===== src/rtl/fp_divsqrt_iter.sv =====
// fp_divsqrt_iter
// Iterative floating-point divide / square-root unit. Radix-2 restoring
// iteration produces one quotient/root bit per cycle, followed by a single
// round-to-nearest-even cycle. Subnormal operands and results flush to zero.
// IEEE special operands bypass the iteration and finish in one cycle.
//
// Ports:
//   clk, reset          clock, asynchronous active-high reset
//   in_valid/in_ready   request handshake (ready only while idle)
//   in_op               0 = divide in_a/in_b, 1 = square root of in_a
//   in_a, in_b          packed operands {sign, exponent, fraction}
//   out_valid/out_ready result handshake; result held until accepted
//   out_result          packed result
//   out_flags           {invalid, div_by_zero, overflow, underflow, inexact}
//
// Build option: FDGA_FP_FLAGS_EN enables the exception flags; without it
// out_flags is tied to zero and the results are unchanged.

module fp_divsqrt_iter #(
    parameter int EXP_W = 8,
    parameter int MAN_W = 23
) (
    input  logic                 clk,
    input  logic                 reset,
    input  logic                 in_valid,
    output logic                 in_ready,
    input  logic                 in_op,
    input  logic [EXP_W+MAN_W:0] in_a,
    input  logic [EXP_W+MAN_W:0] in_b,
    output logic                 out_valid,
    input  logic                 out_ready,
    output logic [EXP_W+MAN_W:0] out_result,
    output logic [4:0]           out_flags
);

    localparam int W  = 1 + EXP_W + MAN_W;
    localparam int N  = MAN_W + 3;
    localparam int SW = MAN_W + 1;
    localparam int RW = N + 3;
    localparam int XW = EXP_W + 2;
    localparam int CW = $clog2(N);

    localparam logic signed [XW-1:0] BIAS     = XW'((1 << (EXP_W - 1)) - 1);
    localparam logic signed [XW-1:0] EXP_ALL1 = XW'((1 << EXP_W) - 1);
    localparam logic [CW-1:0]        LAST     = CW'(N - 1);
    localparam logic [W-1:0]         QNAN     = {1'b0, {EXP_W{1'b1}}, 1'b1, {(MAN_W-1){1'b0}}};

    typedef enum logic [1:0] {IDLE, ITER, ROUND, DONE} state_t;

    state_t state, state_next;

    logic                 op_r;
    logic                 sign_r;
    logic signed [XW-1:0] exp_r;
    logic [SW-1:0]        divisor;
    logic [2*N-1:0]       rad;
    logic [RW-1:0]        rem;
    logic [N-1:0]         q;
    logic [CW-1:0]        count;

    // Operand unpacking; an exponent field of zero is treated as zero.
    logic             a_sign, b_sign;
    logic [EXP_W-1:0] a_exp, b_exp;
    logic [MAN_W-1:0] a_frac, b_frac;
    logic             a_zero, b_zero, a_inf, b_inf, a_nan, b_nan;

    assign {a_sign, a_exp, a_frac} = in_a;
    assign {b_sign, b_exp, b_frac} = in_b;
    assign a_zero = (a_exp == '0);
    assign b_zero = (b_exp == '0);
    assign a_inf  = (&a_exp) && (a_frac == '0);
    assign b_inf  = (&b_exp) && (b_frac == '0);
    assign a_nan  = (&a_exp) && (a_frac != '0);
    assign b_nan  = (&b_exp) && (b_frac != '0);

    logic accept;
    assign accept    = in_valid && in_ready;
    assign in_ready  = (state == IDLE);
    assign out_valid = (state == DONE);

    // Special operands resolve directly to a packed result.
    logic         spec_hit;
    logic [W-1:0] spec_result;
    logic         q_sign;

    assign q_sign = a_sign ^ b_sign;

    always_comb begin
        spec_hit    = 1'b1;
        spec_result = '0;
        if (!in_op) begin
            if (a_nan || b_nan || (a_zero && b_zero) || (a_inf && b_inf))
                spec_result = QNAN;
            else if (a_inf || b_zero)
                spec_result = {q_sign, {EXP_W{1'b1}}, {MAN_W{1'b0}}};
            else if (a_zero || b_inf)
                spec_result = {q_sign, {(W-1){1'b0}}};
            else
                spec_hit = 1'b0;
        end else begin
            if (a_nan)
                spec_result = QNAN;
            else if (a_zero)
                spec_result = {a_sign, {(W-1){1'b0}}};
            else if (a_sign)
                spec_result = QNAN;
            else if (a_inf)
                spec_result = {1'b0, {EXP_W{1'b1}}, {MAN_W{1'b0}}};
            else
                spec_hit = 1'b0;
        end
    end

    // Starting exponent and radicand alignment. An odd unbiased exponent is
    // made even by doubling the radicand so the halving is exact.
    logic [SW-1:0]        a_sig, b_sig;
    logic signed [XW-1:0] div_exp, sq_unb, sq_adj, sq_exp;
    logic                 sq_odd;
    logic [SW:0]          sq_rad;

    assign a_sig   = {1'b1, a_frac};
    assign b_sig   = {1'b1, b_frac};
    assign div_exp = $signed({2'b00, a_exp}) - $signed({2'b00, b_exp}) + BIAS;
    assign sq_unb  = $signed({2'b00, a_exp}) - BIAS;
    assign sq_odd  = sq_unb[0];
    assign sq_adj  = sq_odd ? sq_unb - XW'(1) : sq_unb;
    assign sq_exp  = (sq_adj >>> 1) + BIAS;
    assign sq_rad  = sq_odd ? {a_sig, 1'b0} : {1'b0, a_sig};

    // One restoring step. Division compares the remainder with the divisor
    // and doubles it afterwards; square root brings down two radicand bits
    // and compares with the partial root extended by 01.
    logic [RW-1:0] rem_in, trial, diff, rem_next;
    logic          ge;

    always_comb begin
        rem_in   = op_r ? {rem[RW-3:0], rad[2*N-1:2*N-2]} : rem;
        trial    = op_r ? {1'b0, q, 2'b01} : {{(RW-SW){1'b0}}, divisor};
        ge       = (rem_in >= trial);
        diff     = ge ? rem_in - trial : rem_in;
        rem_next = op_r ? diff : {diff[RW-2:0], 1'b0};
    end

    // Rounding. A quotient below one is normalised by one place, which moves
    // the guard bit down and leaves only the remainder for the sticky bit.
    logic                 norm, guard, sticky, round_up, ovf, unf;
    logic [MAN_W-1:0]     r_frac;
    logic [MAN_W:0]       frac_sum;
    logic signed [XW-1:0] r_exp, fin_exp;
    logic [W-1:0]         rnd_result;

    always_comb begin
        norm     = q[N-1];
        r_frac   = norm ? q[N-2:2] : q[N-3:1];
        guard    = norm ? q[1] : q[0];
        sticky   = (norm && q[0]) || (rem != '0);
        r_exp    = norm ? exp_r : exp_r - XW'(1);
        round_up = guard && (sticky || r_frac[0]);
        frac_sum = {1'b0, r_frac} + {{MAN_W{1'b0}}, round_up};
        fin_exp  = r_exp + {{(XW-1){1'b0}}, frac_sum[MAN_W]};
        ovf      = (fin_exp >= EXP_ALL1);
        unf      = fin_exp[XW-1] || (fin_exp == '0);
        if (ovf)
            rnd_result = {sign_r, {EXP_W{1'b1}}, {MAN_W{1'b0}}};
        else if (unf)
            rnd_result = {sign_r, {(W-1){1'b0}}};
        else
            rnd_result = {sign_r, fin_exp[EXP_W-1:0], frac_sum[MAN_W-1:0]};
    end

    // State register.
    always_ff @(posedge clk or posedge reset) begin
        if (reset)
            state <= IDLE;
        else
            state <= state_next;
    end

    // Next-state logic.
    always_comb begin
        state_next = state;
        case (state)
            IDLE:  if (accept) state_next = spec_hit ? DONE : ITER;
            ITER:  if (count == LAST) state_next = ROUND;
            ROUND: state_next = DONE;
            DONE:  if (out_ready) state_next = IDLE;
            default: state_next = IDLE;
        endcase
    end

    // Datapath registers.
    always_ff @(posedge clk or posedge reset) begin
        if (reset) begin
            op_r       <= 1'b0;
            sign_r     <= 1'b0;
            exp_r      <= '0;
            divisor    <= '0;
            rad        <= '0;
            rem        <= '0;
            q          <= '0;
            count      <= '0;
            out_result <= '0;
        end else begin
            case (state)
                IDLE: begin
                    if (accept) begin
                        op_r    <= in_op;
                        sign_r  <= in_op ? 1'b0 : q_sign;
                        exp_r   <= in_op ? sq_exp : div_exp;
                        divisor <= b_sig;
                        rad     <= {sq_rad, {(MAN_W+4){1'b0}}};
                        rem     <= in_op ? '0 : {{(RW-SW){1'b0}}, a_sig};
                        q       <= '0;
                        count   <= '0;
                        if (spec_hit)
                            out_result <= spec_result;
                    end
                end
                ITER: begin
                    rem   <= rem_next;
                    q     <= {q[N-2:0], ge};
                    rad   <= {rad[2*N-3:0], 2'b00};
                    count <= (count == LAST) ? '0 : count + CW'(1);
                end
                ROUND: out_result <= rnd_result;
                default: ;
            endcase
        end
    end

`ifdef FDGA_FP_FLAGS_EN
    logic [4:0] spec_flags, rnd_flags, flags_q;
    logic       div_invalid, sqrt_invalid, div_zero;

    assign div_invalid  = !in_op && !(a_nan || b_nan) &&
                          ((a_zero && b_zero) || (a_inf && b_inf));
    assign sqrt_invalid = in_op && !a_nan && !a_zero && a_sign;
    assign div_zero     = !in_op && !(a_nan || b_nan) && !a_inf && !a_zero && b_zero;
    assign spec_flags   = {div_invalid || sqrt_invalid, div_zero, 3'b000};
    assign rnd_flags    = ovf ? 5'b00101 :
                          unf ? 5'b00011 : {4'b0000, guard || sticky};

    // Flags are registered alongside the result they describe.
    always_ff @(posedge clk or posedge reset) begin
        if (reset)
            flags_q <= '0;
        else if (accept && spec_hit)
            flags_q <= spec_flags;
        else if (state == ROUND)
            flags_q <= rnd_flags;
    end

    assign out_flags = flags_q;
`else
    assign out_flags = 5'b00000;
`endif

endmodule

===== config.mk =====
export PLATFORM = sky130hd
export DESIGN_NAME = fp_divsqrt_iter
export DESIGN_NICKNAME = d
export VERILOG_FILES = /design/src/rtl/fp_divsqrt_iter.sv
export SDC_FILE = /design/constraint.sdc
export NUM_CORES = 1
export LEC_CHECK = 0
export ABC_AREA = 1
export CAP_MARGIN = 30
export CORE_MARGIN = 3
export CORE_UTILIZATION = 50
export DETAILED_ROUTE_END_ITERATION = 8
export PLACE_DENSITY = 0.8
export SLEW_MARGIN = 10
export SYNTH_ARGS = -nofsm -noshare
export SYNTH_HDL_FRONTEND = slang
export SYNTH_SLANG_ARGS = --single-unit

===== constraint.sdc =====
create_clock -name clk -period 15.5 [get_ports clk]
set_clock_uncertainty 0.15 [all_clocks]
set_input_delay 2.325 -clock clk [delete_from_list [all_inputs] [get_ports clk]]
set_output_delay 2.325 -clock clk [all_outputs]
set_load 0.05 [all_outputs]

=== After elaboration in Yosys (flattened, before gate mapping) ===
Cells that the tools add are included.

* Bits in registers: 182
* Bits of input ports: 69
* Output and inout port bits: 39
* Word-level logic and storage cells: 112

* $add $sub $neg: 10
* Order comparisons: 2
* Eq/ne operators: 8
* Muxes and demuxes: 47
* Bitwise operators: 1
* Reductions and logical operators: 34

{| class="wikitable"
|+ Operators with widths
! kind !! count
|-
| $mux 32 || 8
|-
| $mux 31 || 4
|-
| $mux 29 || 4
|-
| $pmux 52 s2 || 1
|-
| $pmux 32 s2 || 1
|-
| $pmux 29 s2 || 1
|-
| $mux 52 || 1
|-
| $pmux 26 s2 || 1
|-
| $logic_not 23->1 || 2
|-
| $reduce_bool 23->1 || 2
|-
| $mux 10 || 3
|-
| $ge 29x28->1 || 1
|-
| $reduce_bool 29->1 || 1
|-
| $sub 29x28->29 || 1
|-
| $mux 28 || 1
|-
| $mux 26 || 1
|-
| $mux 25 || 1
|-
| $add 23x1->24 || 1
|-
| $mux 24 || 1
|-
| $mux 23 || 1
|-
| $add 9x8->10 const B || 2
|-
| $logic_not 8->1 || 2
|-
| $reduce_and 8->1 || 2
|-
| $add 10x1->10 || 1
|-
| other kinds (24) || 58
|}

=== Depth between registers and ports, before layout ===
Gate-level depths: netlist of run 1.

* Word-level depth: 11
* Mapped depth: 31
* Gate-level depth less buffers: 29

=== Worst setup path before layout of run 1 ===
Ideal clock, no wire load.

* Path type: in2reg
* From: input port in_a[23]
* To: register exp_r[8]
* Setup time: 132 ps
* Data arrival time: 4674 ps
* Data required time: 15218 ps
* Slack: 10544 ps
* Stages: 18
* Buffers on the path: 2
* Path through: buf_2 > inv_1 > buf_1 > ha_1 > inv_1 > fa_1 > nand3_1 > nand3_1 > xor2_1 > inv_1 > o21ai_0 > inv_1 > nor2_1 > nand3_1 > nand2_1 > nand2_1 > nand3_1 > o21ai_0

* Word-level cells in the longest chain between the ends: 5
* Elaborated cells between the ends (all ways): 7
* Classes of those cells: 5 x add/sub; 2 x mux

{| class="wikitable"
|+ RTL lines
! what !! line !! text
|-
| start, declared || 28 || <nowiki>input logic [EXP_W+MAN_W:0] in_a,</nowiki>
|-
| $sub 8x7->9 || 124 || <nowiki>assign sq_unb = $signed({2'b00, a_exp}) - BIAS;</nowiki>
|-
| $sub 9x2->10 || 126 || <nowiki>assign sq_adj = sq_odd ? sq_unb - XW'(1) : sq_unb;</nowiki>
|-
| $mux 10 || 126 ||
|-
| $add 9x8->10 || 127 || <nowiki>assign sq_exp = (sq_adj >>> 1) + BIAS;</nowiki>
|-
| $mux 10 (*) || 209 || <nowiki>exp_r <= in_op ? sq_exp : div_exp;</nowiki>
|-
| end signal, assigned || 209 ||
|-
| end, declared || 54 || <nowiki>logic signed [XW-1:0] exp_r;</nowiki>
|}

Mark *: on every way between the ends. The rest lies on a longest branch, timed or not.
A chain may end at the register's enable or synchronous reset.

=== Final worst setup path of run 1 ===
Ends and elaborated chain as after synthesis.

==> flow_summary_export.csv, run 1 <==
group,metric,value,unit
timing,max_freq,168,MHz
timing,timing.final.hold_violations,0,
synth,synth_seq_cells,155,
drt,wl_per_cell,15.2,um
synth,ys_warn_count,0,
worst_setup_path,regToRegSetupSlack,10430,ps
layout,multi_input_area,0.00734,mm2
pwr,pwr-share-clk,0.127,
timing,holdWs,318,ps
floorplan,die_width,164,um
drt,wl_met1,16.6,mm
synth,avgSynthCellArea,6.48,um2
placement,dp_hpwl,27.0,mm
timing,fin_tns_setup,0,ps
synth,netlist_area,0.0125,mm2
clocking,clk_latency,440,ps
layout,final_common_cell,"nand2_1",
floorplan,start_util,0.513,
synth,ys_types,52,
floorplan,ioPinCount,108,
worst_setup_path,reg2reg_depth,16,
pwr,p_seq_frac,0.183,
timing,fin_ws,9560,ps
clocking,cts_tree,"built",
placement,placed_cells,2296,
layout,syn_to_final_growth,14.5,%
layout,drive_gt1_frac,0.0544,
drt,wl,35.5,mm
layout,final_cell_mix,"521 x nand2_1, 239 x inv_1, 193 x nand3_1",
clocking,holdBufCountCts,0,
layout,regArea,0.00388,mm2
timing,final.period_utilization,0.383,
clocking,cts_buffer_depth,2,
timing,min_period,5940,ps
clocking,cts.repair.resized,0,
clocking,cts-root-buf,"clkbuf_16",
floorplan,coreArea,0.0245,mm2
worst_setup_path,start_kind,"input pin",
clocking,clock_sinks,155,
layout,num_antenna_cells,0,
synth,synth-seq-area-share,0.309,
timing,worst_pin_slew,938,ps
drt,route.met3.wl,2.08,mm
pwr,powerDensity,260,mW/mm2
hold_path,min_path_type,"flip-flop to flip-flop",
worst_setup_path,cp-end-kind,"flip-flop",
grt,grt_max_degree,95,
layout,fillers,2324,
pwr,swShare,0.556,
drt,vias,12900,
placement,dp_slack,9100,ps
worst_setup_path,crit_required,15670,ps
drt,dr.max_layer_used,"met4",
layout,fin_nets,2112,
worst_setup_path,r2r_start,"op_r$_DFFE_PP0P_",
drt,drtIter0Drc,1085,
timing,slew_violations,0,
grt,grt_pass1_wl,58.4,mm
floorplan,die_h,164,um
synth,async_flop_share,1.00,
drt,remaining_drc_errors,0,
worst_setup_path,worstSetupStartpoint,"in_a[23]",
worst_setup_path,path_max_fanout,29,
timing,rsz0062_at_grt,"no",
worst_setup_path,arrival,6110,ps
pwr,combinationalPowerShare,0.690,
worst_setup_path,critical_path_class,"input pin to flip-flop",
worst_setup_path,r2r_end,"rem[23]$_DFFE_PP0P_",
timing,setup_viol,0,
grt,antenna_found_initial,0,
pwr,leakage,0.00669,uW
clocking,clk_pin_slew,70,ps
hold_path,min_from,"divisor[23]$_DFFE_PP0P_",
floorplan,fp.dieArea,0.0270,mm2
synth,ys.flop_type,"dfrtp_1",
placement,io_buffers,102,
run_status,status,"completed",
clocking,cts_buffers,17,
floorplan,fp-row-count,57,
pwr,peakVddDrop,115,uV
pwr,internal-power,1660,uW
drt,first_pass_iters,7,
synth,synth_edf_count,0,
drt,postRouteAntennaNets,0,
drt,route.met2.wl,16.2,mm
drt,vias_per_cell,5.52,
pwr,switchingPower,2080,uW
hold_path,hold_end,"divisor[23]$_DFFE_PP0P_",
grt,grt_usage,0.267,
hold_path,hold_depth,1,
clocking,postCtsSetupBuffers,0,
grt,grt_pass1_vias,12000,
run,maxCapViolations,0,
layout,final_cells,2329,
placement,place.gp.congestion,1.02,
layout,final_util,0.587,
timing,slew_headroom,0.373,
grt,overflow,0,
synth,syn_inst,1937,
clocking,h-tree-depth,4,
## routing by layer
| layer | track usage | vias up |
|---|---|---|
| li1 | - | 6440 |
| met1 | 0.377 | 5970 |
| met2 | 0.428 | 397 |
| met3 | 0.0386 | 56 |
| met4 | 0.0743 | 0 |
| met5 | 0 | - |
## critical path: stages
cell and delay (ps):
clkdlybuf4s50_1 1080, inv_1 620, ha_1 380, inv_1 90
fa_1 410, nand2_1 70, o21ai_0 90, inv_1 80
ha_1 150, and2_1 170, nand2_1 70, nor2_1 160
nand3_1 140, nand2_1 100, nand2_1 50, nand3_1 60
o21ai_0 70
## cell type report
cell class,count,area share
inverter,250,0.0658
sequential,155,0.270
clock buffer,17,0.0296
timing repair buffer,113,0.0799
multi-input combinational,1455,0.511
tap,324,0.0282
clock inverter,15,0.0157
## Yosys cell counts, types with 6 or more instances
library cell | number | area, um2
clkbuf_1 | 49 | 184
o211ai_1 | 7 | 52.6
xnor2_1 | 13 | 114
a21oi_1 | 118 | 591
buf_1 | 6 | 22.5
xor2_1 | 26 | 228
dfrtp_1 | 155 | 3880
nand2_1 | 521 | 1960
nand3_1 | 193 | 966
inv_2 | 7 | 26.3
or2_2 | 7 | 43.8
o21ai_2 | 8 | 70.1
buf_4 | 8 | 60.1
o21ai_0 | 169 | 846
o22ai_1 | 31 | 194
nor3_1 | 19 | 95.1
inv_1 | 240 | 901
ha_1 | 49 | 613
o21ai_1 | 28 | 140
nor2_1 | 150 | 563
nand2_2 | 13 | 81.3
nor2_2 | 13 | 81.3
buf_2 | 9 | 45.0
buf_6 | 8 | 90.1
nand4_1 | 39 | 244
## sequential cells by signal (all words and copies together), names as in the netlist
signal      count
exp_r          10
rad            25
rem            29
sign_r          1
state           2
divisor        24
op_r            1
q              26
count           5
out_result     32
## through the flow
stage,area (um2),total power [uW]
finish,14400,3730
global route,14400,4090
CTS,14400,3680
detailed placement,13700,3190
global placement,13700,3140
floorplan,12600,2600
## logic make-up after synthesis
family / Yosys count / synth area share
other cells: 1 / 0.000299
simple gates: 979 / 0.338
buf+inv: 331 / 0.108
flops: 155 / 0.309
xor+xnor: 40 / 0.0285
fa+ha+maj: 51 / 0.0520
compound gates: 380 / 0.164
## power by group through the flow
stage / clock network, uW / logic (uW) / registers [uW]
CTS: 478 / 2510 / 693
global route: 494 / 2890 / 702
finish: 473 / 2580 / 684
global placement: 0 / 2450 / 694
detailed placement: 0 / 2490 / 699
floorplan: 0 / 1890 / 712
## worst max-delay path by stage
stage | cells past startpoint | end
4_1_cts | 17 | exp_r[8]$_DFFE_PP0P_
3_5_place_dp | 17 | exp_r[8]$_DFFE_PP0P_
5_1_grt | 17 | exp_r[8]$_DFFE_PP0P_
2_1_floorplan | 1 | count[0]$_DFFE_PP0P_
3_3_place_gp | 17 | exp_r[8]$_DFFE_PP0P_
6_report | 17 | exp_r[8]$_DFFE_PP0P_
Power figures use the tool's default switching activity.
==> inputs of run 2 (changes only) <==
clock period = 5.8 ns   (was 15.5 ns; I/O delays follow)
==> run 2 against run 1 <==
Against the previous run:
- die area unchanged
- sequential share of layout area increased by 0.087 points
- register-to-register slack got worse by 9200 ps
- utilization decreased by 0.19 points
- largest cell class unchanged
- clock-buffer cell count unchanged
- wire length increased by 3.1%
- sequential cell count unchanged
- worst setup slack got worse by 8400 ps
- highest routed layer unchanged
- via count increased by 1.3%
- global-route usage increased by 0.51 points
==> flow_summary_export.csv, run 2 (synthesis results as in run 1) <==
group,metric,value,unit
run_status,status,"completed",
layout,drive_gt1_frac,0.0562,
drt,wl_per_cell,15.7,um
floorplan,ioPinCount,108,
grt,grt_usage,0.272,
placement,io_buffers,102,
layout,fin_nets,2117,
layout,syn_to_final_growth,14.1,%
timing,worst_pin_slew,858,ps
layout,regMostFlops,"out_result",
worst_setup_path,critical_path_class,"flip-flop to flip-flop",
drt,wl,36.6,mm
floorplan,start_util,0.513,
placement,dp_hpwl,27.8,mm
layout,fillers,2338,
grt,grt_pass1_wl,59.3,mm
clocking,clock_sinks,155,
clocking,cts_tree,"built",
layout,final_cell_mix,"521 x nand2_1, 239 x inv_1, 193 x nand3_1",
timing,slew_headroom,0.428,
placement,place.gp.congestion,0.959,
worst_setup_path,path_max_fanout,35,
timing,final.period_utilization,0.795,
layout,largest_reg_flops,32,
timing,setup_viol,0,
grt,grt_max_degree,92,
drt,remaining_drc_errors,0,
clocking,clk_latency,450,ps
grt,overflow,0,
floorplan,fp-row-count,57,
clocking,cts-root-buf,"clkbuf_16",
drt,vias_per_cell,5.58,
drt,first_pass_iters,5,
timing,timing.final.hold_violations,0,
worst_setup_path,crit_required,6010,ps
layout,final_common_cell,"nand2_1",
clocking,cts.repair.resized,0,
placement,placed_cells,2301,
timing,holdWs,327,ps
clocking,cts_buffer_depth,2,
clocking,h-tree-depth,4,
placement,dp_slack,1260,ps
timing,min_period,4610,ps
clocking,postCtsSetupBuffers,0,
timing,rsz0062_at_grt,"no",
timing,max_freq,217,MHz
floorplan,coreArea,0.0245,mm2
layout,final_cells,2333,
timing,slew_violations,0,
drt,drtIter0Drc,1262,
layout,top_regs,"out_result (32), rem (29), q (26)",
grt,grt_pass1_vias,12000,
clocking,cts_buffers,17,
floorplan,fp.dieArea,0.0270,mm2
layout,num_antenna_cells,0,
worst_setup_path,cp-end-kind,"flip-flop",
clocking,holdBufCountCts,0,
drt,vias,13000,
hold_path,min_path_type,"flip-flop to flip-flop",
grt,antenna_found_initial,0,
clocking,clk_pin_slew,80,ps
floorplan,die_h,164,um
worst_setup_path,arrival,4820,ps
floorplan,die_width,164,um
drt,postRouteAntennaNets,0,
timing,fin_ws,1190,ps
worst_setup_path,start_kind,"flip-flop",
timing,fin_tns_setup,0,ps
run,maxCapViolations,0,
-- run 2: changes by cell type in the layout (fill, tap and decap cells not counted), sizes merged --
cell / before / now
inv: 256 / 257
buf: 11 / 16
bufinv: 4 / 1
clkinvlp: 1 / 2
-- run 2: worst max-delay path, stage by stage, from the launching register on --
cell and delay (ps):
dfrtp_2 740, nand2_1 140, o21ai_2 110, nand2_1 100, nor2_2 160, nand3_2 140, nor3_2 170, nand3_1 120
nor3_1 200, nand3_1 100, nor2_1 100, nand3_1 70, nor2_1 130, ha_1 180, inv_1 60, nor2_2 130
nand2_2 70, nor2_2 140, nand3_2 110, nor2_2 110, nand3_1 70, nand2_1 80, nand2_2 100, nor2_2 660
nand2_1 180, o21ai_0 210
-- run 2: cell type report --
cell class | instances | area [um2] | share of cell area
Tap cell | 324 | 405 | 0.0283
Multi-Input combinational cell | 1455 | 7340 | 0.512
Timing Repair Buffer | 118 | 1180 | 0.0823
Clock buffer | 17 | 425 | 0.0297
Clock inverter | 14 | 149 | 0.0104
Sequential cell | 155 | 3880 | 0.271
Inverter | 250 | 946 | 0.0660
-- run 2: stage by stage --
step | utilization | instance area (um2)
final | 0.586 | 14300
after global routing | 0.586 | 14300
after CTS | 0.585 | 14300
after detailed placement | 0.561 | 13700
after global placement | 0.561 | 13700
after floorplan | - | 12600
-- run 2: metal layers --
layer	vias to the layer above	global-route usage	share of wire	wire (um)
li1	6457	-	-	-
met1	6068	0.389	0.47	17100
met2	456	0.441	0.45	16600
met3	47	0.0349	0.064	2350
met4	0	0.0610	0.015	534
met5	-	0	0	0
-- run 2: final timing paths --
| kind | from | to | slack (ps) | cells after the start |
|---|---|---|---|---|
| max in group asynchronous | reset | op_r$_DFFE_PP0P_ | 3630 | 3 |
| min | divisor[23]$_DFFE_PP0P_ | divisor[23]$_DFFE_PP0P_ | 330 | 1 |
| min reg2reg | divisor[23]$_DFFE_PP0P_ | divisor[23]$_DFFE_PP0P_ | 330 | 1 |
| max reg2reg | q[25]$_DFFE_PP0P_ | out_result[0]$_DFFE_PP0P_ | 1190 | 25 |
| min in group asynchronous | reset | divisor[8]$_DFFE_PP0P_ | 840 | 2 |
| max | q[25]$_DFFE_PP0P_ | out_result[0]$_DFFE_PP0P_ | 1190 | 25 |
Power of run 2 is left out: the tool's default activity adds up to more than one toggle a clock period on the data nets, which glitch-free logic cannot reach.
==> inputs of run 3 (changes only) <==
PLACE_DENSITY = 0.82   (was 0.8)
clock period = 3.87 ns   (was 5.8 ns; I/O delays follow)
==> run 3 against run 2 <==
Against the previous run:
- the flow now finishes with violations (setup timing)
- final cell count is 2.3% higher
- non-clock buffer count rose by 51
- global-route usage is essentially flat
- sequential cell count is the same
- register-to-register slack worse by 1300 ps
- via count increased by 3.2%
- sequential share of layout area decreased by 1.4 points
- largest cell class unchanged
==> flow_summary_export.csv, run 3 (synthesis results as in run 1) <==
group,metric,value,unit
clocking,cts_buffers,17,
drt,drtIter0Drc,1483,
clocking,holdBufCountCts,0,
worst_setup_path,cp_num_buf_inv,3,
worst_setup_path,critPathMaxStageDelay,420,ps
layout,regMostFlops,"out_result",
clocking,h-tree-depth,4,
timing,fin_ws,-85.8,ps
floorplan,die_width,164,um
grt,overflow,0,
floorplan,ioPinCount,108,
worst_setup_path,cpMaxStageDelayCell,"dfrtp_2",
timing,min_period,3960,ps
timing,slew_violations,0,
run,maxCapViolations,0,
grt,grt_max_degree,64,
timing,final.period_utilization,1.02,
placement,dp_slack,-8.57,ps
placement,io_buffers,102,
timing,rsz0062_at_grt,"yes",
worst_setup_path,critical_path_class,"flip-flop to flip-flop",
pwr,peakVddDrop,513,uV
clocking,cts_buffer_depth,2,
layout,fillers,2190,
floorplan,fp.dieArea,0.0270,mm2
grt,grt_pass1_wl,59.7,mm
clocking,clk_pin_slew,70,ps
hold_path,min_path_type,"input pin to asynchronous set/reset pin",
worst_setup_path,cp-end-kind,"flip-flop",
drt,vias_per_cell,5.64,
pwr,powerDensity,1040,mW/mm2
layout,syn_to_final_growth,20.4,%
timing,timing.final.hold_violations,0,
placement,place.gp.congestion,0.941,
drt,vias,13400,
drt,first_pass_iters,6,
worst_setup_path,start_kind,"flip-flop",
worst_setup_path,path_max_fanout,8,
worst_setup_path,path_delay_family,"simple AND/OR/NAND/NOR gates",
layout,num_antenna_cells,0,
grt,grt_pass1_vias,12300,
layout,regArea,0.00388,mm2
floorplan,die_h,164,um
clocking,clock_sinks,155,
layout,drive_gt1_frac,0.102,
timing,slew_headroom,0.444,
run_status,violations,"setup timing",
timing,fin_tns_setup,-1350,ps
placement,dp_hpwl,28.0,mm
grt,antenna_found_initial,0,
pwr,leakage,0.00704,uW
run_status,status,"complete, but fails checks",
layout,top_regs,"out_result (32), rem (29), q (26)",
drt,remaining_drc_errors,0,
drt,wl,37.9,mm
layout,largest_reg_flops,32,
grt,grt_usage,0.272,
worst_setup_path,arrival,4170,ps
layout,final_common_cell,"nand2_1",
timing,setup_viol,24,
layout,fin_nets,2169,
clocking,cts-root-buf,"clkbuf_16",
timing,max_freq,253,MHz
drt,wl_per_cell,15.9,um
clocking,cts_tree,"built",
floorplan,coreArea,0.0245,mm2
layout,final_cell_mix,"509 x nand2_1, 238 x inv_1, 182 x nand3_1",
timing,worst_pin_slew,827,ps
worst_setup_path,crit_required,4080,ps
layout,multi_input_area,0.00762,mm2
floorplan,start_util,0.513,
drt,postRouteAntennaNets,0,
floorplan,fp-row-count,57,
clocking,clk_latency,440,ps
[run 3: stage by stage]
stage | util | std cells | total power (uW) | cell area (um2) | hold WS [ps]
after floorplan | - | 1941 | 10400 | 12600 | 284
after global placement | 0.573 | 2336 | 12900 | 14000 | 299
after detailed placement | 0.574 | 2337 | 13000 | 14000 | 307
after CTS | 0.600 | 2372 | 14900 | 14700 | 322
after global routing | 0.618 | 2386 | 17100 | 15100 | 349
final | 0.618 | 2386 | 15700 | 15100 | 317
[run 3: final timing paths]
check	start	endpoint	slack, ps	cells after the start
max in group asynchronous	reset	out_result[29]$_DFFE_PP0P_	2330	4
worst max-delay path	q[25]$_DFFE_PP0P_	out_result[22]$_DFFE_PP0P_	-90	25
worst max register to register	q[25]$_DFFE_PP0P_	out_result[22]$_DFFE_PP0P_	-90	25
worst min-delay path	reset	divisor[9]$_DFFE_PP0P_	320	2
min in group clk	divisor[23]$_DFFE_PP0P_	divisor[23]$_DFFE_PP0P_	320	1
worst min register to register	divisor[23]$_DFFE_PP0P_	divisor[23]$_DFFE_PP0P_	320	1
[run 3: layout make-up]
type,count,area share
multi-input combinational,1456,0.504
sequential,155,0.257
timing repair buffer,169,0.109
inverter,250,0.0628
clock buffer,18,0.0284
tap,324,0.0268
clock inverter,14,0.0120
[run 3: metal layers]
| metal | global-route usage | vias to the layer above | share of wire |
|---|---|---|---|
| met2 | 0.435 | 573 | 0.46 |
| li1 | - | 6563 | - |
| met1 | 0.379 | 6224 | 0.44 |
| met5 | 0 | - | 0 |
| met4 | 0.0865 | 0 | 0.027 |
| met3 | 0.0429 | 87 | 0.073 |
[run 3: worst reg2reg max path, delay by kind of cell (launching register included)]
kind | cells | cell delay (ps)
AOI/OAI and AO/OA | 2 | 270
adders and majority gates | 2 | 390
buffers and inverters | 3 | 510
DFF | 1 | 420
and+or+nand+nor | 18 | 2150
[run 3: repair_timing]
action | 4_1_cts | 5_1_grt
gates resized for setup | 1 | 90
buffers inserted | 3 | 11
endpoints found under the setup margin | 6 | 59
gates cloned | 0 | 3
pin swaps | 0 | 42
[run 3: power breakdown]
part | switching, uW | internal [uW] | total (uW)
registers | 443 | 2270 | 2720
logic | 7500 | 3750 | 11200
clock network | 745 | 1030 | 1780
